**config.mk**
```make
export PLATFORM = sky130hd
export DESIGN_NAME = fabric_frame_loader_flat
export DESIGN_NICKNAME = d
export VERILOG_FILES = /design/src/rtl/fabric_frame_loader_pkg.sv /design/src/rtl/fabric_frame_loader_if.sv /design/src/rtl/fabric_frame_loader_decoder.sv /design/src/rtl/fabric_frame_loader.sv /design/src/flat_wrapper.sv
export SDC_FILE = /design/constraint.sdc
export NUM_CORES = 1
export LEC_CHECK = 0
export ABC_AREA = 1
export CORE_ASPECT_RATIO = 0.8
export CORE_MARGIN = 3
export CORE_UTILIZATION = 52
export CTS_BUF_LIST = sky130_fd_sc_hd__clkbuf_2
export CTS_CLUSTER_SIZE = 10
export DETAILED_ROUTE_END_ITERATION = 16
export MAX_ROUTING_LAYER = met4
export PLACE_DENSITY = 0.79
export SETUP_SLACK_MARGIN = 0.02
export SYNTH_ARGS = -nofsm -noshare
export SYNTH_HDL_FRONTEND = slang
export SYNTH_SLANG_ARGS = --single-unit
```
**constraint.sdc**
```tcl
create_clock -name CLK -period 9.65 [get_ports CLK]
set_input_delay 2.4125 -clock CLK [delete_from_list [all_inputs] [get_ports CLK]]
set_output_delay 2.4125 -clock CLK [all_outputs]
set_load 0.02 [all_outputs]
```
**src/rtl/fabric_frame_loader_pkg.sv**
```systemverilog
// fabric_cfg_pkg: shared constants and types for the configuration frame loader.
//   SYNC_WORD / DESYNC_WORD : stream framing words
//   COL_* / FRAME_*         : address word field positions
//   state_t                 : loader FSM state encoding
// Optional feature macro: FRAME_LOADER_CHECKSUM_EN adds the CHECK state.
package fabric_cfg_pkg;

  localparam logic [31:0] SYNC_WORD   = 32'hFAB0_FAB1;
  localparam logic [31:0] DESYNC_WORD = 32'hFAB0_FAB0;

  localparam int unsigned COL_LSB   = 8;
  localparam int unsigned COL_MSB   = 15;
  localparam int unsigned FRAME_LSB = 0;
  localparam int unsigned FRAME_MSB = 7;

  typedef enum logic [2:0] {
    IDLE,
    ADDR,
    DATA,
    STROBE
`ifdef FRAME_LOADER_CHECKSUM_EN
    , CHECK
`endif
  } state_t;

endpackage

```
**src/rtl/fabric_frame_loader_if.sv**
```systemverilog
// fabric_frame_loader_if: valid/ready word stream into the frame loader.
//   s_valid : source has a word
//   s_data  : stream word (FRAME_BITS wide)
//   s_ready : loader accepts the word this cycle
// Modports: master (bitstream source), slave (loader).
interface fabric_frame_loader_if #(
  parameter int unsigned FRAME_BITS = 32
);
  logic                  s_valid;
  logic [FRAME_BITS-1:0] s_data;
  logic                  s_ready;

  modport master (output s_valid, output s_data, input s_ready);
  modport slave  (input s_valid, input s_data, output s_ready);
endinterface

```
**src/rtl/fabric_frame_loader_decoder.sv**
```systemverilog
// frame_strobe_decoder: combinational column/frame to one-hot strobe decoder.
//   col, frame : frame address fields
//   en         : strobe output is all-zero when low
//   strobe     : one-hot, index = col*FRAMES_PER_COL + frame
module frame_strobe_decoder #(
  parameter int unsigned FRAMES_PER_COL = 20,
  parameter int unsigned NUM_COLS       = 8
) (
  input  logic [7:0]                         col,
  input  logic [7:0]                         frame,
  input  logic                               en,
  output logic [NUM_COLS*FRAMES_PER_COL-1:0] strobe
);
  localparam int unsigned NS = NUM_COLS * FRAMES_PER_COL;

  logic [31:0] idx;

  always_comb begin
    idx = 32'(col) * 32'(FRAMES_PER_COL) + 32'(frame);
    strobe = '0;
    for (int unsigned i = 0; i < NS; i++) begin
      strobe[i] = en && (idx == i);
    end
  end
endmodule

```
**src/rtl/fabric_frame_loader.sv**
```systemverilog
// fabric_frame_loader: sequences configuration stream words into fabric frames.
//   CLK, RESET   : clock (rising edge), asynchronous active-high reset
//   s            : slave stream port (s_valid, s_data, s_ready)
//   FrameData    : registered frame data to the fabric rows
//   FrameStrobe  : registered one-hot frame write strobe
//   cfg_busy     : between sync and desync
//   cfg_done     : sticky, set on a clean desync
//   cfg_err      : sticky, set on bad address (or checksum mismatch)
// Optional: define FRAME_LOADER_CHECKSUM_EN to verify a running XOR of
// all data words against the word following DESYNC.
module fabric_frame_loader
  import fabric_cfg_pkg::*;
#(
  parameter int unsigned FRAME_BITS     = 32,
  parameter int unsigned FRAMES_PER_COL = 20,
  parameter int unsigned NUM_COLS       = 8,
  parameter int unsigned STROBE_CYCLES  = 2
) (
  input  logic                               CLK,
  input  logic                               RESET,
  fabric_frame_loader_if.slave               s,
  output logic [FRAME_BITS-1:0]              FrameData,
  output logic [NUM_COLS*FRAMES_PER_COL-1:0] FrameStrobe,
  output logic                               cfg_busy,
  output logic                               cfg_done,
  output logic                               cfg_err
);
  localparam int unsigned NS = NUM_COLS * FRAMES_PER_COL;
  localparam int unsigned CW = $clog2(STROBE_CYCLES + 1);

  state_t          state_q, state_d;
  logic            ready_q;
  logic [7:0]      col_q, frame_q;
  logic [CW-1:0]   scnt_q;   // cycles spent in STROBE
  logic [CW-1:0]   sleft_q;  // strobe cycles still to run
  logic [NS-1:0]   dec_strobe;

  logic            xfer, addr_ok, strobe_load;
  logic            latch_addr, load_data, start_cfg, end_ok, bad;
`ifdef FRAME_LOADER_CHECKSUM_EN
  logic [FRAME_BITS-1:0] csum_q;
`endif

  assign s.s_ready = ready_q;

  always_comb begin
    xfer        = s.s_valid && ready_q;
    addr_ok     = ({1'b0, s.s_data[COL_MSB:COL_LSB]} < 9'(NUM_COLS)) &&
                  ({1'b0, s.s_data[FRAME_MSB:FRAME_LSB]} < 9'(FRAMES_PER_COL));
    strobe_load = (state_q == STROBE) && (scnt_q == '0);
    state_d     = state_q;
    latch_addr  = 1'b0;
    load_data   = 1'b0;
    start_cfg   = 1'b0;
    end_ok      = 1'b0;
    bad         = 1'b0;
    case (state_q)
      IDLE: begin
        if (xfer && s.s_data == FRAME_BITS'(SYNC_WORD)) begin
          start_cfg = 1'b1;
          state_d   = ADDR;
        end
      end
      ADDR: begin
        if (xfer) begin
          if (s.s_data == FRAME_BITS'(DESYNC_WORD)) begin
`ifdef FRAME_LOADER_CHECKSUM_EN
            state_d = CHECK;
`else
            end_ok  = 1'b1;
            state_d = IDLE;
`endif
          end else if (addr_ok) begin
            latch_addr = 1'b1;
            state_d    = DATA;
          end else begin
            bad = 1'b1;
          end
        end
      end
      DATA: begin
        if (xfer) begin
          load_data = 1'b1;
          state_d   = STROBE;
        end
      end
      STROBE: begin
        if (scnt_q == CW'(STROBE_CYCLES - 1)) state_d = ADDR;
      end
`ifdef FRAME_LOADER_CHECKSUM_EN
      CHECK: begin
        if (xfer) begin
          if (s.s_data == csum_q) end_ok = 1'b1;
          else                    bad    = 1'b1;
          state_d = IDLE;
        end
      end
`endif
      default: state_d = IDLE;
    endcase
  end

  frame_strobe_decoder #(
    .FRAMES_PER_COL (FRAMES_PER_COL),
    .NUM_COLS       (NUM_COLS)
  ) u_dec (
    .col    (col_q),
    .frame  (frame_q),
    .en     (strobe_load),
    .strobe (dec_strobe)
  );

  // The strobe runs on its own down-counter so it can overlap the first
  // ADDR cycle: s_ready returns one cycle before the strobe falls.
  always_ff @(posedge CLK or posedge RESET) begin
    if (RESET) begin
      state_q     <= IDLE;
      ready_q     <= 1'b1;
      col_q       <= '0;
      frame_q     <= '0;
      scnt_q      <= '0;
      sleft_q     <= '0;
      FrameData   <= '0;
      FrameStrobe <= '0;
      cfg_busy    <= 1'b0;
      cfg_done    <= 1'b0;
      cfg_err     <= 1'b0;
    end else begin
      state_q <= state_d;
      ready_q <= (state_d != STROBE);
      if (state_q == STROBE) scnt_q <= scnt_q + CW'(1);
      else                   scnt_q <= '0;
      if (latch_addr) begin
        col_q   <= s.s_data[COL_MSB:COL_LSB];
        frame_q <= s.s_data[FRAME_MSB:FRAME_LSB];
      end
      if (load_data) FrameData <= s.s_data;
      if (strobe_load) begin
        FrameStrobe <= dec_strobe;
        sleft_q     <= CW'(STROBE_CYCLES);
      end else if (sleft_q != '0) begin
        sleft_q <= sleft_q - CW'(1);
        if (sleft_q == CW'(1)) FrameStrobe <= '0;
      end
      if (start_cfg) begin
        cfg_busy <= 1'b1;
        cfg_done <= 1'b0;
        cfg_err  <= 1'b0;
      end
      if (end_ok) begin
        cfg_busy <= 1'b0;
        cfg_done <= 1'b1;
      end
      if (bad) cfg_err <= 1'b1;
`ifdef FRAME_LOADER_CHECKSUM_EN
      if (state_q == CHECK && xfer) cfg_busy <= 1'b0;
`endif
    end
  end

`ifdef FRAME_LOADER_CHECKSUM_EN
  always_ff @(posedge CLK or posedge RESET) begin
    if (RESET)          csum_q <= '0;
    else if (start_cfg) csum_q <= '0;
    else if (load_data) csum_q <= csum_q ^ s.s_data;
  end
`endif

endmodule

```
**src/flat_wrapper.sv**
```systemverilog
// flat-port wrapper written by rule: the top's interface ports become plain ports
module fabric_frame_loader_flat import fabric_cfg_pkg::*;
#(
  parameter int unsigned FRAME_BITS     = 32,
  parameter int unsigned FRAMES_PER_COL = 20,
  parameter int unsigned NUM_COLS       = 8,
  parameter int unsigned STROBE_CYCLES  = 2
)
  (CLK, RESET, FrameData, FrameStrobe, cfg_busy, cfg_done, cfg_err, s_s_valid, s_s_data, s_s_ready);
  fabric_frame_loader_if #(.FRAME_BITS(FRAME_BITS)) s_i ();
  input  logic CLK;
  input  logic RESET;
  output logic [FRAME_BITS-1:0] FrameData;
  output logic [NUM_COLS*FRAMES_PER_COL-1:0] FrameStrobe;
  output logic cfg_busy;
  output logic cfg_done;
  output logic cfg_err;
  input wire logic [$bits(s_i.s_valid)-1:0] s_s_valid;
  input wire logic [$bits(s_i.s_data)-1:0] s_s_data;
  output wire logic [$bits(s_i.s_ready)-1:0] s_s_ready;
  assign s_i.s_valid = s_s_valid;
  assign s_i.s_data = s_s_data;
  assign s_s_ready = s_i.s_ready;
  fabric_frame_loader #(.FRAME_BITS(FRAME_BITS), .FRAMES_PER_COL(FRAMES_PER_COL), .NUM_COLS(NUM_COLS), .STROBE_CYCLES(STROBE_CYCLES)) u_core (.CLK(CLK), .RESET(RESET), .s(s_i), .FrameData(FrameData), .FrameStrobe(FrameStrobe), .cfg_busy(cfg_busy), .cfg_done(cfg_done), .cfg_err(cfg_err));
endmodule
```
==> run metrics, run 1 <==
run status complete, no violations; Worst IR Drop VDD 0.147 mV; Final Hold Fails 0; synthesized area 10,300 sq um; Synth-to-Final Area Change 28.0%; htree depth 2; RSZ-0062 raised after global routing no; slowest cell on the critical path clkdlybuf4s50_1; worst skew pair latency 0.84 ns; clock buffer depth 3; Antenna Nets Post-Route 0; commonest non-fill, non-tap cell in the layout nand2_1; design area 13,100 sq um; CTS root buffer clkbuf_2; fin worst setup slack 5.26 ns; Synth Instances 1,284; reg2reg end u_core.FrameStrobe[10]; Post-DP Area 12,600 sq um; # hold bufs at CTS 0; die height 132 um; main area contributors after synthesis dfrtp_1, nand2_1, nand3_1; maxcap violations 0; global placer's final weighted congestion 0.851; largest net degree at the start of global routing 151; Initial Utilization 53.6%; Max Freq 228 MHz; first-pass GRT wire length 48,900 um; initial antenna violation count 1; layout cells sized above 1 7.56%; Hold/Removal Path Class flop to flop; reg2reg path depth 15; Pre-antenna DRT Iters 5; CP bufs+invs 1; max incr delay on CP 0.62 ns; Routed wire per std cell 16.6 um; PnR Total Power 1.78 mW; LEAKAGE 6.76 nW; global route overflow 0; post-synth top area share 53.2%; most frequent cells in the layout nand2_1, clkdlybuf4s50_1, dfrtp_1; final hold slack 0.488 ns; vias in the first global route 9,235; row cnt 45; hold depth 2; Num CTS Buffers 54; biggest area consumer among synthesized cells dfrtp_1; r2r setup slk 5.27 ns; Ys Warns 0; Layout Nets 1,567; Hold EP u_core.FrameStrobe[149]; critical path depth 1; Setup WS pre-CTS 4.96 ns; startpoint types flop; clk slew on worst S/H paths 0.12 ns; Worst EP required 7.24 ns; DR iter-0 viols 1,167; I/O pins 231; CTS tree done; vias post-DR 9,641; Die ar. 21,500 sq um; pwr/cell area 135 nW/um^2; count of different cell masters after synthesis 35; post-CTS sizing 0; Clock Skews 0.0570 ns; placed wire-length estimate 19,200 um; Final period util 45.5%; Core ar. 19,100 sq um; Total GRT Usage 28.9%; Setup CP Type flop to output pin; syn_nets 1,343; worst slew pin tran 1.07 ns; DRC 0; average size of a mapped cell 7.99 sq um; WL final 30,000 um; Final min period 4.39 ns; setup violators final 0; FF+latch count, synth 219; fill count 1,624; # clock sinks 219; worst-path fanout max 2; RR Startpoint u_core.col_q[1]; CP cell instances clkdlybuf4s50_1; Slew headroom 28.9%; delay-heaviest family, CP buffers and inverters; worst hold start u_core.FrameStrobe[149]; Slew Viols, Final 0; Seq/Total Area, Yosys 53.4%; setup bufs post-CTS 0; buffers added on ports 230; Chip Width 163 um; CP Capture Type output pin; CP arrival 1.98 ns; Vias/cell 5.34; setup TNS 0 ns
==> flip-flops by register name, indices dropped and copies added (netlist names) <==
register / count
u_core.scnt_q: 2
u_core.cfg_err: 1
u_core.cfg_busy: 1
u_core.s.s_ready: 1
u_core.sleft_q: 2
u_core.col_q: 8
u_core.state_q: 3
u_core.cfg_done: 1
u_core.FrameData: 32
u_core.frame_q: 8
u_core.FrameStrobe: 160
==> kinds of logic (layout without fill, tap and decap cells) <==
logic type               after synthesis  after routing  share of synthesized area (%)
buffers and inverters                143            407                           5.88
AO/OA/AOI/OAI                         39             39                           1.96
adder cells (fa/ha/maj)               24             24                           3.07
AND/OR/NAND/NOR                      846            846                           34.4
XOR/XNOR                               2              2                          0.171
multiplexers                          10             10                           1.10
flip-flops                           219            219                           53.4
other                                  1              2                         0.0365
==> report_power, final <==
| part | internal (mW) | leakage, nW | switching, mW |
|---|---|---|---|
| Combinational | 0.0488 | 3.33 | 0.148 |
| Clock | 0.258 | 0.388 | 0.390 |
| Sequential | 0.929 | 3.04 | 0.00726 |
==> layout make-up <==
cell class,count,area (sq um),area share [%]
tap,258,323,2.46
timing repair buffer,236,2350,17.9
inverter,75,294,2.24
antenna,1,2.50,0.0190
clock buffer,70,350,2.67
multi-input combinational,922,4180,31.8
sequential,219,5480,41.7
clock inverter,26,164,1.25
==> through the flow <==
step	util (%)	instances
after floorplan	-	1284
after global placement	65.9	1710
after detailed placement	65.9	1710
after CTS	68.6	1806
after global routing	68.6	1807
final	68.6	1807
==> worst register-to-register path, stage by stage (launching register included) <==
cell and delay (ns):
dfrtp_1 0.45, ha_1 0.32, ha_1 0.17, inv_1 0.07, fa_1 0.48, inv_1 0.05
ha_1 0.33, a21oi_1 0.28, nand3_2 0.15, nand2_1 0.09, nand3_1 0.11, nor2_4 0.09
buf_4 0.55, buf_4 0.83, nand3_1 0.25, nand2_1 0.11
==> per-layer routing <==
layer | vias to the layer above | wire length, um | track usage (%)
li1 | 4549 | - | -
met1 | 4606 | 13300 | 41.2
met2 | 427 | 13700 | 43.0
met3 | 59 | 2430 | 5.01
met4 | 0 | 565 | 7.98
met5 | - | 0 | -
==> cells in the mapped netlist, drive strengths merged <==
| cell type | instances |
|---|---|
| a21oi | 5 |
| and2 | 1 |
| buf | 44 |
| clkbuf | 24 |
| conb | 1 |
| dfrtp | 218 |
| dfstp | 1 |
| fa | 2 |
| ha | 22 |
| inv | 75 |
| mux2 | 10 |
| nand2 | 441 |
| nand2b | 1 |
| nand3 | 189 |
| nand3b | 3 |
| nand4 | 12 |
| nor2 | 184 |
| nor3 | 12 |
| nor4 | 2 |
| o211ai | 1 |
| o21ai | 32 |
| o221ai | 1 |
| or2 | 1 |
| xnor2 | 1 |
| xor2 | 1 |
==> worst max-delay path by stage <==
| stage | from | endpoint | slack [ns] |
|---|---|---|---|
| 2_1_floorplan | RESET | u_core.FrameData[0] | 1.25 |
| 3_3_place_gp | RESET | u_core.FrameStrobe[103] | 5.00 |
| 3_5_place_dp | RESET | u_core.FrameStrobe[87] | 4.96 |
| 4_1_cts | u_core.s.s_ready | s_s_ready | 5.19 |
| 5_1_grt | u_core.col_q[1] | u_core.FrameStrobe[10] | 4.91 |
| 6_report | u_core.s.s_ready | s_s_ready | 5.26 |
(Power assumes the default switching activity.)
==> run 2, diff against run 1 <==
--- a/config.mk
+++ b/config.mk
@@ -8,12 +8,12 @@
 export ABC_AREA = 1
 export CORE_ASPECT_RATIO = 0.8
 export CORE_MARGIN = 3
-export CORE_UTILIZATION = 52
+export CORE_UTILIZATION = 47
 export CTS_BUF_LIST = sky130_fd_sc_hd__clkbuf_2
 export CTS_CLUSTER_SIZE = 10
 export DETAILED_ROUTE_END_ITERATION = 16
 export MAX_ROUTING_LAYER = met4
-export PLACE_DENSITY = 0.79
+export PLACE_DENSITY = 0.75
 export SETUP_SLACK_MARGIN = 0.02
 export SYNTH_ARGS = -nofsm -noshare
 export SYNTH_HDL_FRONTEND = slang
==> constraint.sdc (replaced) <==
create_clock -name CLK -period 3.7 [get_ports CLK]
set_input_delay 0.925 -clock CLK [delete_from_list [all_inputs] [get_ports CLK]]
set_output_delay 0.925 -clock CLK [all_outputs]
set_load 0.02 [all_outputs]
==> run metrics, run 2 (synthesized netlist as in run 1, its figures left out) <==
run status complete, no violations; global route overflow 0 (unchanged); fill count 1,834 (+13%); Max Freq 296 MHz; Clock Skews 0.0699 ns (+0.0129 ns); placed wire-length estimate 20,300 um (+5.8%); LEAKAGE 6.87 nW (+1.6%); vias post-DR 9,688 (+0.49%); Antenna Nets Post-Route 0 (unchanged); Num CTS Buffers 54 (unchanged); worst skew pair latency 0.84 ns (about the same); reg2reg path depth 14 (-1); Worst IR Drop VDD 0.222 mV (+52%); buffers added on ports 230 (unchanged); worst-path fanout max 98 (+96); r2r setup slk 0.32 ns (-4.95 ns); Synth-to-Final Area Change 30.4%; Slew Viols, Final 0 (unchanged); Routed wire per std cell 17.1 um (+2.6%); final hold slack 0.473 ns (-0.0146 ns); Largest regs u_core.FrameStrobe: 160 flops, u_core.FrameData: 32 flops; Chip Width 171 um (+5.0%); pwr/cell area 341 nW/um^2 (+150%); Setup CP Type flop to flop; CP arrival 4.10 ns (+2.12 ns); setup bufs post-CTS 0 (unchanged); worst hold start u_core.scnt_q[0]; global placer's final weighted congestion 0.855 (+0.41%); reg2reg end u_core.FrameStrobe[83]; row cnt 47 (+4.4%); layout cells sized above 1 8.54% (+0.98 points); max incr delay on CP 0.48 ns (-0.14 ns); commonest non-fill, non-tap cell in the layout nand2_1; clock buffer depth 3 (unchanged); diodes inserted 0 (-1); Final min period 3.38 ns; CP Capture Type flop; first-pass GRT wire length 50,600 um (+3.3%); Final Hold Fails 0 (unchanged); worst slew pin tran 0.818 ns (-0.248 ns); CTS tree done; htree depth 2 (unchanged); RSZ-0062 raised after global routing no; I/O pins 231 (unchanged); setup violators final 0 (unchanged); CTS root buffer clkbuf_2; largest net degree at the start of global routing 99 (-34%); DR iter-0 viols 1,011 (-13%); Die ar. 23,700 sq um (+10%); maxcap violations 0 (unchanged); post-layout util 63.6% (-5.1 points); placed cell count 1,740 (+1.8%); delay-heaviest family, CP adder cells; Hold EP u_core.scnt_q[0]; RR Startpoint u_core.col_q[1]; startpoint types flop; vias in the first global route 9,544 (+3.3%); Hold/Removal Path Class flop to flop; Biggest register u_core.FrameStrobe; Initial Utilization 48.8% (-4.9 points); # clock sinks 219 (unchanged); Core ar. 21,100 sq um (+10%); WL final 31,400 um (+4.4%); CP bufs+invs 3 (+2); CP cell instances ha_1 > ha_1 > inv_1 > fa_1 > inv_1 > ha_1 > a21oi_1 > nand3_2 > nand2_1 > nand3_1 > nor2_4 > buf_12 > nand3_1 > nand2_1; Vias/cell 5.27 (-1.2%); DRC 0 (unchanged); Worst EP required 4.42 ns (-2.82 ns); Slew headroom 45.3% (+16 points); most used cell along the critical path ha_1; non-filler cells, final 1,838 (+1.7%); die height 138 um (+4.9%); hold depth 1 (-1); Final period util 91.3%; Total GRT Usage 27.2% (-1.7 points); Pre-antenna DRT Iters 5 (unchanged); initial antenna violation count 0 (-1); clk slew on worst S/H paths 0.09 ns (-0.03 ns); most frequent cells in the layout nand2_1, clkdlybuf4s50_1, dfrtp_1; Largest register FFs 160 (unchanged); slowest cell on the critical path fa_1; Layout Nets 1,586 (+1.2%)
run 2: layout make-up:
type,instances,area (sq um),area share (%)
Sequential cell,219,5480,41.0
Timing Repair Buffer,255,2620,19.5
Tap cell,269,337,2.51
Clock inverter,21,85.1,0.636
Clock buffer,77,385,2.88
Inverter,75,290,2.17
Multi-Input combinational cell,922,4190,31.3
run 2: worst reg2reg max path, delay by kind of cell (launching register included):
| kind | cells | cell delay [ns] |
|---|---|---|
| flops | 1 | 0.43 |
| simple gates | 6 | 0.84 |
| buf+inv | 3 | 0.47 |
| compound gates | 1 | 0.27 |
| fa+ha+maj | 4 | 1.30 |
run 2: how the worst max path moves through the flow:
stage	cells after the start	from	to
2_1_floorplan	1	RESET	u_core.FrameData[0]
3_3_place_gp	13	u_core.col_q[1]	u_core.FrameStrobe[0]
3_5_place_dp	13	u_core.col_q[1]	u_core.FrameStrobe[0]
4_1_cts	13	u_core.col_q[1]	u_core.FrameStrobe[15]
5_1_grt	16	u_core.col_q[1]	u_core.FrameStrobe[140]
6_report	14	u_core.col_q[1]	u_core.FrameStrobe[83]
run 2: timing repair:
action,4_1_cts,5_1_grt
gates resized for setup,0,1
hold buffers,0,0
endpoints found under the setup margin,0,2
hold endpoints to repair,0,0
run 2: layer usage:
layer	global-route usage (%)	share of wire [%]	vias up
li1	-	-	4598
met4	8.55	2.6	0
met3	5.22	7.5	80
met1	37.2	44	4596
met5	-	0	-
met2	41.4	46	414
run 2: through the flow:
step	setup TNS [ns]	power (mW)	instance area (sq um)	setup WS, ns
floorplan	-17.06	2.84	10300	-0.0783
global placement	0	3.03	12900	0.467
detailed placement	0	3.04	12900	0.377
CTS	0	4.60	13400	0.297
global route	0	4.78	13400	0.00984
finish	0	4.56	13400	0.321
run 2: power by group:
group / leakage (nW) / internal, mW / switching, mW
combinational: 3.47 / 0.156 / 0.401
clock: 0.359 / 0.563 / 0.996
sequential: 3.04 / 2.42 / 0.0185
